--- src/rtl/seq_det_arb_pkg.sv ---
// Shared types and constants for the sequence-detector serial-line arbiter.
package seq_det_arb_pkg;

  localparam int unsigned BYTE_W    = 8;
  localparam int unsigned SHIFT_LEN = 8;
  localparam int unsigned CNT_W     = 16;
  localparam int unsigned BIT_CNT_W = $clog2(SHIFT_LEN);

  typedef enum logic [1:0] {
    ST_IDLE   = 2'd0,
    ST_SHIFT  = 2'd1,
    ST_SAMPLE = 2'd2
  } state_e;

  // Saturating increment for the per-requester hit statistics.
  function automatic logic [CNT_W-1:0] sat_inc(input logic [CNT_W-1:0] v);
    return (v == {CNT_W{1'b1}}) ? v : v + CNT_W'(1);
  endfunction

endpackage

--- src/rtl/seq_det_rr_arb.sv ---
// Combinational round-robin picker: first valid requester at or after ptr_i, wrapping.
module seq_det_rr_arb #(
  parameter int unsigned NUM_REQ = 4,
  parameter int unsigned ID_W    = $clog2(NUM_REQ)
) (
  input  logic [NUM_REQ-1:0] valid_i,
  input  logic [ID_W-1:0]    ptr_i,
  output logic [NUM_REQ-1:0] grant_o,
  output logic [ID_W-1:0]    idx_o,
  output logic               any_o
);

  logic [ID_W:0] cand;

  // Scan from the farthest offset down so the closest valid requester wins last.
  always_comb begin
    grant_o = '0;
    idx_o   = '0;
    any_o   = 1'b0;
    cand    = '0;
    for (int off = int'(NUM_REQ) - 1; off >= 0; off--) begin
      cand = (ID_W+1)'(ptr_i) + (ID_W+1)'(off);
      if (cand >= (ID_W+1)'(NUM_REQ)) begin
        cand = cand - (ID_W+1)'(NUM_REQ);
      end
      if (valid_i[cand[ID_W-1:0]]) begin
        idx_o = cand[ID_W-1:0];
        any_o = 1'b1;
      end
    end
    if (any_o) begin
      grant_o[idx_o] = 1'b1;
    end
  end

endmodule

--- src/rtl/seq_det_arb.sv ---
// Round-robin arbiter serialising requester bytes onto one sequence-detector line.
// Optional per-requester hit statistics enabled by SEQ_DET_ARB_STATS_EN.
module seq_det_arb
  import seq_det_arb_pkg::*;
#(
  parameter int unsigned NUM_REQ = 4,
  parameter int unsigned ID_W    = $clog2(NUM_REQ)
) (
  input  logic                      clk,
  input  logic                      rst,
  input  logic [NUM_REQ-1:0]        req_valid,
  input  logic [NUM_REQ*BYTE_W-1:0] req_data,
  output logic [NUM_REQ-1:0]        req_ready,
  output logic                      ser_data,
  input  logic                      seq_detected,
  output logic                      rsp_valid,
  output logic [ID_W-1:0]           rsp_id,
  output logic                      rsp_hit,
  output logic                      busy
`ifdef SEQ_DET_ARB_STATS_EN
  ,
  output logic [NUM_REQ*CNT_W-1:0]  hit_cnt
`endif
);

  localparam logic [BIT_CNT_W-1:0] LAST_BIT = BIT_CNT_W'(SHIFT_LEN - 1);

  state_e               state_q, state_d;
  logic [ID_W-1:0]      rr_ptr_q, rr_ptr_d;
  logic [BIT_CNT_W-1:0] bit_cnt_q, bit_cnt_d;
  logic [BYTE_W-1:0]    shreg_q, shreg_d;
  logic [ID_W-1:0]      cur_id_q, cur_id_d;
  logic                 ser_q, ser_d;
  logic                 rsp_valid_q, rsp_valid_d;
  logic [ID_W-1:0]      rsp_id_q, rsp_id_d;
  logic                 rsp_hit_q, rsp_hit_d;

  logic [NUM_REQ-1:0]   gnt_oh;
  logic [ID_W-1:0]      gnt_idx;
  logic                 gnt_any;
  logic [BYTE_W-1:0]    gnt_byte;

  seq_det_rr_arb #(
    .NUM_REQ (NUM_REQ),
    .ID_W    (ID_W)
  ) u_rr_arb (
    .valid_i (req_valid),
    .ptr_i   (rr_ptr_q),
    .grant_o (gnt_oh),
    .idx_o   (gnt_idx),
    .any_o   (gnt_any)
  );

  // Byte of the requester currently being granted.
  always_comb begin
    gnt_byte = '0;
    for (int unsigned i = 0; i < NUM_REQ; i++) begin
      if (ID_W'(i) == gnt_idx) begin
        gnt_byte = req_data[i*BYTE_W +: BYTE_W];
      end
    end
  end

  always_ff @(posedge clk or posedge rst) begin
    if (rst) begin
      state_q     <= ST_IDLE;
      rr_ptr_q    <= '0;
      bit_cnt_q   <= '0;
      shreg_q     <= '0;
      cur_id_q    <= '0;
      ser_q       <= 1'b0;
      rsp_valid_q <= 1'b0;
      rsp_id_q    <= '0;
      rsp_hit_q   <= 1'b0;
    end else begin
      state_q     <= state_d;
      rr_ptr_q    <= rr_ptr_d;
      bit_cnt_q   <= bit_cnt_d;
      shreg_q     <= shreg_d;
      cur_id_q    <= cur_id_d;
      ser_q       <= ser_d;
      rsp_valid_q <= rsp_valid_d;
      rsp_id_q    <= rsp_id_d;
      rsp_hit_q   <= rsp_hit_d;
    end
  end

  // Bit 0 is loaded at the grant edge so the registered line shows it in the first SHIFT cycle.
  always_comb begin
    state_d     = state_q;
    rr_ptr_d    = rr_ptr_q;
    bit_cnt_d   = bit_cnt_q;
    shreg_d     = shreg_q;
    cur_id_d    = cur_id_q;
    ser_d       = 1'b0;
    rsp_valid_d = 1'b0;
    rsp_id_d    = rsp_id_q;
    rsp_hit_d   = rsp_hit_q;
    req_ready   = '0;
    unique case (state_q)
      ST_IDLE: begin
        if (gnt_any) begin
          req_ready = gnt_oh;
          shreg_d   = {1'b0, gnt_byte[BYTE_W-1:1]};
          ser_d     = gnt_byte[0];
          cur_id_d  = gnt_idx;
          rr_ptr_d  = (gnt_idx == ID_W'(NUM_REQ - 1)) ? '0 : gnt_idx + ID_W'(1);
          bit_cnt_d = '0;
          state_d   = ST_SHIFT;
        end
      end
      ST_SHIFT: begin
        bit_cnt_d = bit_cnt_q + BIT_CNT_W'(1);
        if (bit_cnt_q == LAST_BIT) begin
          state_d = ST_SAMPLE;
        end else begin
          ser_d   = shreg_q[0];
          shreg_d = shreg_q >> 1;
        end
      end
      ST_SAMPLE: begin
        state_d     = ST_IDLE;
        rsp_valid_d = 1'b1;
        rsp_id_d    = cur_id_q;
        rsp_hit_d   = seq_detected;
      end
      default: begin
        state_d = ST_IDLE;
      end
    endcase
    if (rst) begin
      req_ready = '0;
    end
  end

  assign ser_data  = ser_q;
  assign rsp_valid = rsp_valid_q;
  assign rsp_id    = rsp_id_q;
  assign rsp_hit   = rsp_hit_q;
  assign busy      = (state_q != ST_IDLE);

`ifdef SEQ_DET_ARB_STATS_EN
  logic [CNT_W-1:0] hit_cnt_q [NUM_REQ];

  // Count hit responses per owning requester, saturating.
  always_ff @(posedge clk or posedge rst) begin
    if (rst) begin
      for (int unsigned i = 0; i < NUM_REQ; i++) begin
        hit_cnt_q[i] <= '0;
      end
    end else if (rsp_valid_q && rsp_hit_q) begin
      hit_cnt_q[rsp_id_q] <= sat_inc(hit_cnt_q[rsp_id_q]);
    end
  end

  for (genvar gi = 0; gi < NUM_REQ; gi++) begin : g_hit_cnt
    assign hit_cnt[gi*CNT_W +: CNT_W] = hit_cnt_q[gi];
  end
`endif

endmodule
--- config.mk ---
export PLATFORM = sky130hd
export DESIGN_NAME = seq_det_arb
export DESIGN_NICKNAME = d
export VERILOG_FILES = /design/src/rtl/seq_det_arb_pkg.sv /design/src/rtl/seq_det_rr_arb.sv /design/src/rtl/seq_det_arb.sv
export SDC_FILE = /design/constraint.sdc
export NUM_CORES = 1
export LEC_CHECK = 0
export CAP_MARGIN = 20
export CELL_PAD_IN_SITES_DETAIL_PLACEMENT = 1
export CELL_PAD_IN_SITES_GLOBAL_PLACEMENT = 2
export CORE_ASPECT_RATIO = 0.75
export CORE_UTILIZATION = 28
export DETAILED_ROUTE_END_ITERATION = 6
export PLACE_DENSITY = 0.82
export SYNTH_ARGS = -nofsm -noshare
export SYNTH_HDL_FRONTEND = slang
export SYNTH_HIERARCHICAL = 1
export SYNTH_SLANG_ARGS = --single-unit
--- constraint.sdc ---
create_clock -name clk -period 3.5 [get_ports clk]
set_input_delay 0.7 -clock clk [delete_from_list [all_inputs] [get_ports clk]]
set_output_delay 0.7 -clock clk [all_outputs]
set_load 0.01 [all_outputs]
; Word-level counts from Yosys, hierarchy flattened
; Index checks and enable logic that the tools add are counted.
[op_classes]
addsub = 9
order_cmp = 10
n_eq_ne = 10
n_mux = 42
reduce_logical = 9
[ops]
columns = cell, n
row1 = 2-to-1 mux 8 bit, 6
row2 = 2-to-1 mux 2 bit, 11
row3 = one-hot mux 8 bit (2 select lines), 1
row4 = "< comparator 2 x 3 -> 1 bit, second input constant", 5
row5 = 2-to-1 mux 1 bit, 12
row6 = 2-to-1 mux 4 bit, 3
row7 = "greater-or-equal comparator 3 bit, second input constant", 3
row8 = binary-select mux 1 bit (select 2 bit), 4
row9 = "subtractor 2 x 1 -> 2 bit, second input constant", 4
row10 = "adder 2 x 2 -> 3 bit, second input constant", 2
row11 = "!= test 2 bit, second input constant", 3
row12 = one-hot mux 3 bit (2 select lines), 1
row13 = AND reduction 2 bit, 3
row14 = "== test 2 bit, first input constant", 2
row15 = "== test 2 bit, second input constant", 2
row16 = logical NOT 2 bit, 2
row17 = one-hot mux 2 bit (2 select lines), 1
row18 = nonzero test 2 bit, 2
row19 = "adder 2 x 1 -> 3 bit, second input constant", 1
row20 = "adder 3 x 1 -> 3 bit, second input constant", 1
row21 = "== test 3 bit, second input constant", 1
row22 = "greater-or-equal comparator 2 x 3 -> 1 bit, second input constant", 1
row23 = 2-to-1 mux 3 bit, 1
row24 = AND reduction 3 bit, 1
row25 = other kinds (7), 7
[totals]
ff_bits = 22
input_bits = 39
elab_cells = 89

; Longest topological paths before layout
[logic_depth]
ltp_word = 16
depth_mapped = 12
depth_no_buf = 9

; Modules after synthesis
; The synthesis kept the hierarchy.
[by_module_without_submodules]
columns = module, n_inst, cells_each, area_each_um2, seq_area_each_um2
row1 = seq_det_arb, 1, 131, 1218.7, 525.5
row2 = seq_det_rr_arb, 1, 33, 211.5, 0.0

; Worst setup path after synthesis
; Ideal clock, no wire load.
[synth_timing]
kind = in2reg
from = in req_valid[0]
to = reg shreg_q[4]
t_arrival_ps = 2526
required_time_ps = 3371
setup_slack_ps = 845
stages = 11
path_cell_list = buf_4 > a21boi_1 > o22ai_1 > a31oi_1 > inv_1 > ha_1 > nor2b_4 > buf_6 > a221o_2 > a221oi_1 > o21ai_0
[synth_between]
elab_chain_len = 13
word_cells_on_any_way = 28
cone_classes = 4 x eq/ne / 22 x mux / 2 x reduce/logical
[synth_rtl]
columns = element, line
row1 = start: declaration, seq_det_arb.sv:11  ; input logic [NUM_REQ-1:0] req_valid,
row2 = binary-select mux 1 bit (select 2 bit), seq_det_rr_arb.sv:26  ; if (valid_i[cand[ID_W-1:0]]) begin
row3 = 2-to-1 mux 1 bit (implied by the code), seq_det_rr_arb.sv:26
row4 = 2-to-1 mux 2 bit (3 in series), seq_det_rr_arb.sv:26
row5 = 2-to-1 mux 2 bit *, seq_det_rr_arb.sv:26
row6 = via gnt_idx[0], seq_det_arb.sv:39  ; logic [ID_W-1:0] gnt_idx;
row7 = logical NOT 2 bit, seq_det_arb.sv:58  ; if (ID_W'(i) == gnt_idx) begin
row8 = 2-to-1 mux 8 bit (3 in series), seq_det_arb.sv:58
row9 = 2-to-1 mux 8 bit *, seq_det_arb.sv:58
row10 = 2-to-1 mux 8 bit *, seq_det_arb.sv:102  ; if (gnt_any) begin
row11 = one-hot mux 8 bit (2 select lines) *, seq_det_arb.sv:100  ; unique case (state_q)
row12 = end signal: assignment, seq_det_arb.sv:79  ; shreg_q <= shreg_d;
row13 = end: declaration, seq_det_arb.sv:31  ; logic [BYTE_W-1:0] shreg_q, shreg_d;
; Mark *: on every way through the listed nets, which the timed path passes. The rest lies on a longest branch. The select of a mux whose other input is x is not followed.
; A chain may end at the register's enable or synchronous reset.

; Final worst setup path
[layout_timing]
from = in req_valid[0]
to = out req_ready[3]
[layout_between]
word_cells_on_any_way = 24
cone_classes = 2 x order compare / 21 x mux / 1 x reduce/logical
[layout_lines]
columns = element, line
row1 = binary-select mux 1 bit (select 2 bit), seq_det_rr_arb.sv:26
row2 = 2-to-1 mux 1 bit (implied by the code), seq_det_rr_arb.sv:26
row3 = 2-to-1 mux 1 bit (3 in series), seq_det_rr_arb.sv:26
row4 = 2-to-1 mux 1 bit *, seq_det_rr_arb.sv:26
row5 = via gnt_any, seq_det_arb.sv:40  ; logic gnt_any;
row6 = 2-to-1 mux 4 bit *, seq_det_arb.sv:102
row7 = 2-to-1 mux 4 bit *, seq_det_arb.sv:100
row8 = 2-to-1 mux 4 bit *, seq_det_arb.sv:131  ; if (rst) begin
row9 = end: declaration, seq_det_arb.sv:13  ; output logic [NUM_REQ-1:0] req_ready,
; Marked as above.

==> flow_metrics.tcl <==
set metrics [dict create \
    netlist_area_mm2 0.00143 \
    slew_viol_final 0 \
    max_cap_viol_count 0 \
    synthCells 164 \
    num-nets-final 255 \
    critPathKind "input port to output port" \
    fin_skew_ns 0.00276 \
    drt_first_iter_violations 106 \
    synthArstFlopShare_pct 100 \
    start_kind "input port" \
    power.switching_uw 540 \
    p_sw_share_pct 41.4 \
    p_seq_share_pct 32.6 \
    instances_no_fill 269 \
    synth.avg_cell_area_um2 8.72 \
    die_y_um 63.9 \
    antenna_found_initial 0 \
    gr-usage-met2_pct 25.4 \
    post-cts-setup-buffers 0 \
    h-tree-depth 1 \
    cts_tree "done" \
    min_period_ns 3.39 \
    synth_cell_type_count 40 \
    grt_pass1_vias 1389 \
    grt_pass1_wl_um 6860 \
    areaGrowthSynthToFinish_pct 38.8 \
    dp_hpwl_um 3290 \
    cts_buffer_depth 2 \
    timing.slew.headroom_pct 44.9 \
    pwr-share-comb_pct 54.7 \
    hold_class "flip-flop to flip-flop" \
    ys.flop_type "dfrtp_1" \
    r2r_slack_ns 0.85 \
    crit_arrival_ns 2.69 \
    grtUsageTotal_pct 16.0 \
    cts_buffers 3 \
    hold_viol 0 \
    syn_nets 209 \
    setup_viol 0 \
    p_leak_uw 0.000877 \
    clk_latency_ns 0.26 \
    reg2reg_depth 9 \
    cts-root-buf "clkbuf_8" \
    outcome "finished with violations" \
    post-route-drc-count 4 \
    dp.cells 265 \
    wire_per_inst_um 15.3 \
    cts.sinks 21 \
    holdBufCountCts 0 \
    routed-via-count 1377 \
    dieArea_mm2 0.00540 \
    rsz0062_at_grt "no" \
    overflow 0 \
    most-common-layout-cells "48 x clkdlybuf4s50_1, 21 x dfrtp_1, 19 x nand2_1, 16 x inv_1, 13 x a21oi_1" \
    cell_internal_pwr_uw 765 \
    end_kind "output port" \
    max_freq_mhz 295 \
    grt_max_degree 22 \
    drive_gt1_share_pct 10.5 \
    crit_required_ns 2.80 \
    via_per_inst 5.12 \
    ctsResizeCount 0 \
    floorplan.initialDensity_pct 29.2 \
    fill_cells 582 \
    drt_wl_total_um 4110 \
    p_per_area_mw_per_mm2 657 \
    p_clk_share_pct 12.7 \
    r2r_end "shreg_q[3]" \
    met3_usage_pct 3.49 \
    final_common_cell "clkdlybuf4s50_1" \
    core-area_mm2 0.00490 \
    met1_usage_pct 22.6 \
    drt-pass1-iter-count 7 \
    yosysWarningCount 6 \
    violations "DRC" \
    synth.ff_latch_count 21 \
    portBuffers 48 \
    min_period_over_period_pct 96.9 \
    antenna_cells 0 \
    synth_edf_count 0 \
    tns_ns 0 \
    ant_nets 0 \
    worst_slew_pin_slew_ns 0.825 \
    io_pins 49 \
    cp-endpoint "req_ready[3]" \
    grt_busiest_layer "met2" \
    clk_pin_slew_ns 0.08 \
    synth-seq-area-share_pct 36.7 \
    crit_fanout 11 \
    place_congestion 0.815 \
    crit-reg2reg-launch "rr_ptr_q[1]" \
    die_w_um 84.5 \
    ir_drop_uv 185 \
    rows 22 \
    startpoint "req_valid[0]" \
]
-- critical path: stages --
cell             delay [ns]
clkdlybuf4s50_1        0.66
nor2_1                 0.12
nand2_1                0.11
and2_1                 0.36
and3_1                 0.21
clkdlybuf4s50_1        0.54
-- how the worst min path moves through the flow --
| stage | startpoint | to | cells after the start | slack (ns) |
|---|---|---|---|---|
| final | shreg_q[1] | shreg_q[1] | 2 | 0.50 |
| after global routing | shreg_q[0] | shreg_q[0] | 2 | 0.52 |
| after CTS | shreg_q[1] | shreg_q[1] | 2 | 0.49 |
| after detailed placement | shreg_q[1] | shreg_q[1] | 2 | 0.48 |
| after global placement | cur_id_q[1] | cur_id_q[1] | 2 | 0.46 |
| after floorplan | cur_id_q[0] | cur_id_q[0] | 2 | 0.44 |
-- final cells by class --
class,instances,area [µm²],share of cell area [%]
Timing Repair Buffer,53,518,26.1
Clock buffer,3,41.3,2.08
Tap cell,60,75.1,3.78
Inverter,16,60.1,3.02
Sequential cell,21,526,26.5
Clock inverter,1,5.00,0.252
Multi-Input combinational cell,115,761,38.3
-- power groups by stage --
stage | Sequential [µW] | Combinational, µW | Clock, µW
finish | 426 | 714 | 165
global route | 439 | 798 | 177
CTS | 426 | 718 | 165
detailed placement | 429 | 718 | 0
global placement | 421 | 684 | 0
floorplan | 407 | 504 | 0
-- state kept, by name, indices dropped and copies added (netlist names) --
signal / cells
bit_cnt_q: 3
cur_id_q: 2
rr_ptr_q: 2
rsp_hit: 1
rsp_id: 2
rsp_valid: 1
ser_data: 1
shreg_q: 7
state_q: 2
-- Yosys cell counts (all sizes together), types with 2 or more instances --
| master | count | area [µm²] |
|---|---|---|
| a211o | 2 | 18.8 |
| a21boi | 2 | 15.0 |
| a21oi | 14 | 73.8 |
| a221o | 5 | 56.3 |
| a221oi | 5 | 43.8 |
| a22oi | 2 | 15.0 |
| a31oi | 6 | 37.5 |
| and2 | 3 | 18.8 |
| and3 | 4 | 25.0 |
| buf | 7 | 65.1 |
| clkbuf | 5 | 18.8 |
| dfrtp | 21 | 526 |
| ha | 6 | 75.1 |
| inv | 16 | 60.1 |
| mux2 | 3 | 33.8 |
| nand2 | 19 | 71.3 |
| nand3 | 3 | 15.0 |
| nor2 | 7 | 26.3 |
| nor2b | 5 | 38.8 |
| o21ai | 15 | 75.1 |
| o221a | 2 | 22.5 |
-- logic make-up after synthesis --
logic type | after synthesis | synth area share, %
compound gates | 60 | 29.2
fa+ha+maj | 6 | 5.25
buf+inv | 28 | 10.1
flops | 21 | 36.7
mux | 4 | 3.06
simple gates | 45 | 15.7
-- routing by layer --
metal  wire length (µm)  vias up
li1                   -      679
met5                  0        -
met2               1760       54
met3                333        0
met4                  0        0
met1               2020      644
-- per-stage QoR --
step	cell area [µm²]	utilization (%)	hold slack (ns)	setup WS (ns)	power, µW
global placement	1940	39.6	0.460	0.218	1100
finish	1990	40.5	0.498	0.108	1310
global route	1990	40.5	0.524	0.00677	1410
floorplan	1430	-	0.444	0.845	911
detailed placement	1940	39.6	0.476	0.118	1150
CTS	1990	40.5	0.493	0.124	1310
Note: power is estimated with default switching activity, not from simulation.
